===== src/rtl/addition_kernel_seq.sv =====
// rtl/addition_kernel_seq.sv - job sequencer streaming paired source blocks through the 8-lane adder kernel
module addition_kernel_seq #(
  parameter int LANES = 8,
  parameter int DW    = 8,
  parameter int AW    = 8,
  parameter int CW    = 9
) (
  input  logic                clk,
  input  logic                rst_n,
  input  logic                start,
  input  logic                abort,
  input  logic [AW-1:0]       src1_base,
  input  logic [AW-1:0]       src2_base,
  input  logic [AW-1:0]       dst_base,
  input  logic [CW-1:0]       num_blocks,
  output logic                busy,
  output logic                done,
  output logic                rd_en,
  output logic [AW-1:0]       rd_addr1,
  output logic [AW-1:0]       rd_addr2,
  input  logic [LANES*DW-1:0] rd_data1,
  input  logic [LANES*DW-1:0] rd_data2,
  output logic [LANES*DW-1:0] k_in1,
  output logic [LANES*DW-1:0] k_in2,
  input  logic [LANES*DW-1:0] k_out,
  output logic                wr_en,
  output logic [AW-1:0]       wr_addr,
  output logic [LANES*DW-1:0] wr_data
);

  localparam logic [1:0] S_IDLE  = 2'd0;
  localparam logic [1:0] S_ISSUE = 2'd1;
  localparam logic [1:0] S_DRAIN = 2'd2;
  localparam logic [1:0] S_DONE  = 2'd3;

  localparam logic [CW-1:0] CNT_ONE  = CW'(1);
  localparam logic [AW-1:0] ADDR_ONE = AW'(1);

  logic [1:0]    state;
  logic [CW-1:0] num_lat;
  logic [CW-1:0] issue_cnt;
  logic [AW-1:0] dst_addr;
  logic          v1, v2;
  logic [AW-1:0] d1, d2;

  assign k_in1   = rd_data1;
  assign k_in2   = rd_data2;
  assign wr_data = k_out;
  assign wr_en   = v2;
  assign wr_addr = d2;
  assign busy    = (state == S_ISSUE) || (state == S_DRAIN);
  assign done    = (state == S_DONE);

  always_ff @(posedge clk) begin
    if (!rst_n) begin
      state     <= S_IDLE;
      num_lat   <= '0;
      issue_cnt <= '0;
      dst_addr  <= '0;
      rd_en     <= 1'b0;
      rd_addr1  <= '0;
      rd_addr2  <= '0;
      v1        <= 1'b0;
      v2        <= 1'b0;
      d1        <= '0;
      d2        <= '0;
    end else begin
      // Valid and destination tags follow the read by one and two cycles
      v1 <= rd_en;
      v2 <= v1;
      d1 <= dst_addr;
      d2 <= d1;

      case (state)
        S_IDLE: begin
          if (start) begin
            num_lat <= num_blocks;
            if (num_blocks == '0) begin
              state <= S_DONE;
            end else begin
              state     <= S_ISSUE;
              rd_en     <= 1'b1;
              rd_addr1  <= src1_base;
              rd_addr2  <= src2_base;
              dst_addr  <= dst_base;
              issue_cnt <= CNT_ONE;
            end
          end
        end
        S_ISSUE: begin
          if (issue_cnt == num_lat) begin
            rd_en <= 1'b0;
            state <= S_DRAIN;
          end else begin
            issue_cnt <= issue_cnt + CNT_ONE;
            rd_addr1  <= rd_addr1 + ADDR_ONE;
            rd_addr2  <= rd_addr2 + ADDR_ONE;
            dst_addr  <= dst_addr + ADDR_ONE;
          end
        end
        S_DRAIN: begin
          // With reads stopped, v1 low now means both stages are empty next cycle
          if (!v1) state <= S_DONE;
        end
        default: state <= S_IDLE;
      endcase

      if (abort && busy) begin
        state <= S_IDLE;
        rd_en <= 1'b0;
        v1    <= 1'b0;
        v2    <= 1'b0;
      end
    end
  end

endmodule


===== config.mk =====
export PLATFORM = sky130hd
export DESIGN_NAME = addition_kernel_seq
export DESIGN_NICKNAME = d
export VERILOG_FILES = /design/src/rtl/addition_kernel_seq.sv
export SDC_FILE = /design/constraint.sdc
export NUM_CORES = 1
export LEC_CHECK = 0
export ABC_AREA = 1
export CORE_AREA = 2 2 172 174
export DETAILED_ROUTE_END_ITERATION = 10
export DIE_AREA = 0 0 174 176
export PLACE_DENSITY_LB_ADDON = 0.25
export SLEW_MARGIN = 20
export SYNTH_ARGS = -nofsm -noshare
export SYNTH_HDL_FRONTEND = slang
export SYNTH_SLANG_ARGS = --single-unit

===== constraint.sdc =====
create_clock -name clk -period 2.89 [get_ports clk]
set_input_delay 0.578 -clock clk [delete_from_list [all_inputs] [get_ports clk]]
set_output_delay 0.578 -clock clk [all_outputs]
set_load 0.02 [all_outputs]

==> summary.txt <==
STA
  – Final period util: 82.10%
  – Unrepaired setup endpoints after global routing: no
  – Crit path time final: between 2 and 2.5 ns
  – Max_slew headroom: roughly 70%
  – Hold Fails Final Rpt: 0
  – Fmax: between 400 and 500 MHz
  – WHS: 0.4103 ns
  – Worst slew pin tran: between 0.4 and 0.5 ns
  – Final number of setup-violating endpoints: 0
  – Final Skew: slightly above 0.009 ns
  – Slew Limit Fails: 0
  – Setup_tns: 0 ns

Floorplanning
  – CORE AREA: ~0.029 mm2
  – Number of I/O pins: 449
  – Die Ht: 176 um
  – Initial Util: between 15 and 20%
  – Die Area: around 0.03 mm2
  – # rows: 62
  – Chip width: around 170 um

Drt
  – Iter 0 DRT Violations: 90
  – Final wirelength: 13030 um
  – Vias post-DR: about 3400
  – Drt drc: 0
  – Via density: ~3.6
  – 1st-pass router iterations: 5
  – Routed len/inst: roughly 14 um
  – Final ANT Viol Nets: 0

Pwr
  – Seq pwr share: 31.9%
  – Pleak: 1.967 nW
  – Max rail drop VDD: roughly 0.00032 V
  – Pwr Density: around 900 mW/mm2
  – NetSw: 0.001758 W
  – Internal: around 0.0026 W
  – Part of the power in combinational logic: between 30 and 40%
  – Switching Share: approximately two fifths
  – Clk network pwr share: between 20 and 30%

Synth
  – Yosys top cell area share: between 30% and 40%
  – Yosys reg bits: between 60 and 70
  – Post-Syn Area: 0.004757 mm2
  – Distinct cell type count after synthesis: 28
  – Syn Area/Cell: roughly 7 um2
  – Gate Count Post-Synth: between 600 and 700
  – Top post-synthesis cells by area: buf_4, dfxtp_1, nand2_1
  – Ys Warns: 0
  – Seq/Total Area, Yosys: 26.51%
  – Post-Syn Nets: about 930
  – Area leader, netlist: buf_4

Clock tree
  – Root buf cell: clkbuf_16
  – Clk pin slew, worst setup/hold paths: about 0.06 ns
  – Clock Latency Late Sink: around 0.34 ns
  – Max Root-Sink Buffers: 2
  – CTS tree: done
  – H-Tree Depth: 3
  – Setup Buffers After CTS: 0
  – Hold_buf cts: 0
  – Cts repair resizes: 0
  – CTS sink cnt: 63
  – CTS buffer count: 9

Setup path
  – CP Data Arrival Time: 1.79 ns
  – Setup Crit Path Kind: reg2out
  – Critical path required time: approximately 2.3 ns
  – CP Capture Type: primary output
  – Worst R2R Setup Slack: around 0.96 ns
  – CP Max Fanout: 4
  – Crit start category: flip-flop

Cells and area
  – Layout Cells excl Fill: between 900 and 1000
  – Most frequent cells in the layout: nand2_1, nor2_1, clkdlybuf4s50_1
  – Fillers: 3351
  – Antenna cell count: 0
  – Share of cells above drive strength 1: 5.789%
  – Fin nets: approximately 800
  – Most common cell after layout, fill and taps aside: nand2_1
  – Area Overhead vs Synth: -1.341%

GRT
  – Number of global-route vias before repair: roughly 3300
  – Largest net degree at the start of global routing: 41
  – Grt ovf: 0
  – Initial antenna violation count: 0
  – First-pass GRT wire length: just under 20000 um
  – GR Util All Layers: ~8.5%

Place
  – HPWL Detailed: 9279 um
  – DP Cell Count: about 940
  – Final GP Congestion: 0.6823
  – Port bufs: 64

Run
  – Max cap viols: 0

Min path
  – Hold Crit Class: reg2reg

Run status
  – Status: completed
==> worst paths after layout <==
kind | startpoint | end | cells past startpoint
hold reg to reg | d1[4] | wr_addr[4] | 2
hold / removal | d1[4] | wr_addr[4] | 2
setup / recovery | state[0] | busy | 3
setup reg to reg | state[0] | rd_addr1[2] | 10
==> sequential cells by signal, summed over array words and instances (netlist names) <==
signal / count
rd_addr1: 8
wr_addr: 8
issue_cnt: 9
rd_addr2: 8
dst_addr: 8
wr_en: 1
state: 2
v1: 1
num_lat: 9
rd_en: 1
d1: 8
==> cells in the mapped netlist (all sizes together) <==
| cell | n |
|---|---|
| nor3b | 1 |
| buf | 205 |
| nand3 | 55 |
| ha | 8 |
| clkbuf | 7 |
| nor3 | 3 |
| clkinv | 1 |
| nor2 | 66 |
| nand4 | 5 |
| mux2i | 3 |
| o21bai | 4 |
| dfxtp | 63 |
| xnor2 | 7 |
| o31ai | 6 |
| inv | 61 |
| o21ai | 19 |
| nand2 | 141 |
| a21oi | 41 |
==> critical path, stage by stage (launching register included) <==
cell and delay [ns]:
dfxtp_1 0.38, inv_1 0.08, ha_1 0.35, clkdlybuf4s50_1 0.64
==> area by class of cell <==
cell class | count | area (um2) | area share (%)
Tap cell | 384 | 480.5 | 10.24
Clock inverter | 7 | 100.1 | 2.133
Clock buffer | 9 | 225.2 | 4.799
Multi-Input combinational cell | 359 | 1705 | 36.34
Sequential cell | 63 | 1261 | 26.87
Timing Repair Buffer | 70 | 685.7 | 14.61
Inverter | 62 | 235.2 | 5.012
==> routing by layer <==
layer	vias up	track usage, %	share of wire (%)
met2	168	12.02	42
met3	71	4.242	9.5
met4	4	5.952	5.3
met5	-	1.923	0.64
met1	1484	9.856	43
li1	1717	-	-
==> cells by family (layout without fill, tap and decap cells) <==
logic type	count (synthesis)	count (layout)	share of synthesized area, %
simple gates	271	271	23.78
mux	3	3	0.6313
xor+xnor	7	7	1.289
compound gates	70	70	8.048
flops	63	63	26.51
buf+inv	274	148	37.64
fa+ha+maj	8	8	2.104
==> stage by stage <==
step / area (um2) / worst slack (ns) / total power, W / util, %
5_1_grt: 4693 / 0.4299 / 0.004701 / 16.44
3_5_place_dp: 4368 / 0.6347 / 0.003153 / 15.30
2_1_floorplan: 4757 / 1.312 / 0.002949 / -
4_1_cts: 4693 / 0.4811 / 0.004433 / 16.44
3_3_place_gp: 4368 / 0.6492 / 0.003154 / 15.30
6_report: 4693 / 0.5174 / 0.004313 / 16.44
==> power by group through the flow <==
| stage | combinational (W) | sequential (W) | clock, W |
|---|---|---|---|
| 6_report | 0.00171 | 0.00138 | 0.00123 |
| 5_1_grt | 0.00195 | 0.00143 | 0.00132 |
| 4_1_cts | 0.00175 | 0.00139 | 0.00129 |
| 3_5_place_dp | 0.00175 | 0.00141 | 0 |
| 3_3_place_gp | 0.00174 | 0.00141 | 0 |
| 2_1_floorplan | 0.00151 | 0.00144 | 0 |
(Power assumes the default switching activity.)
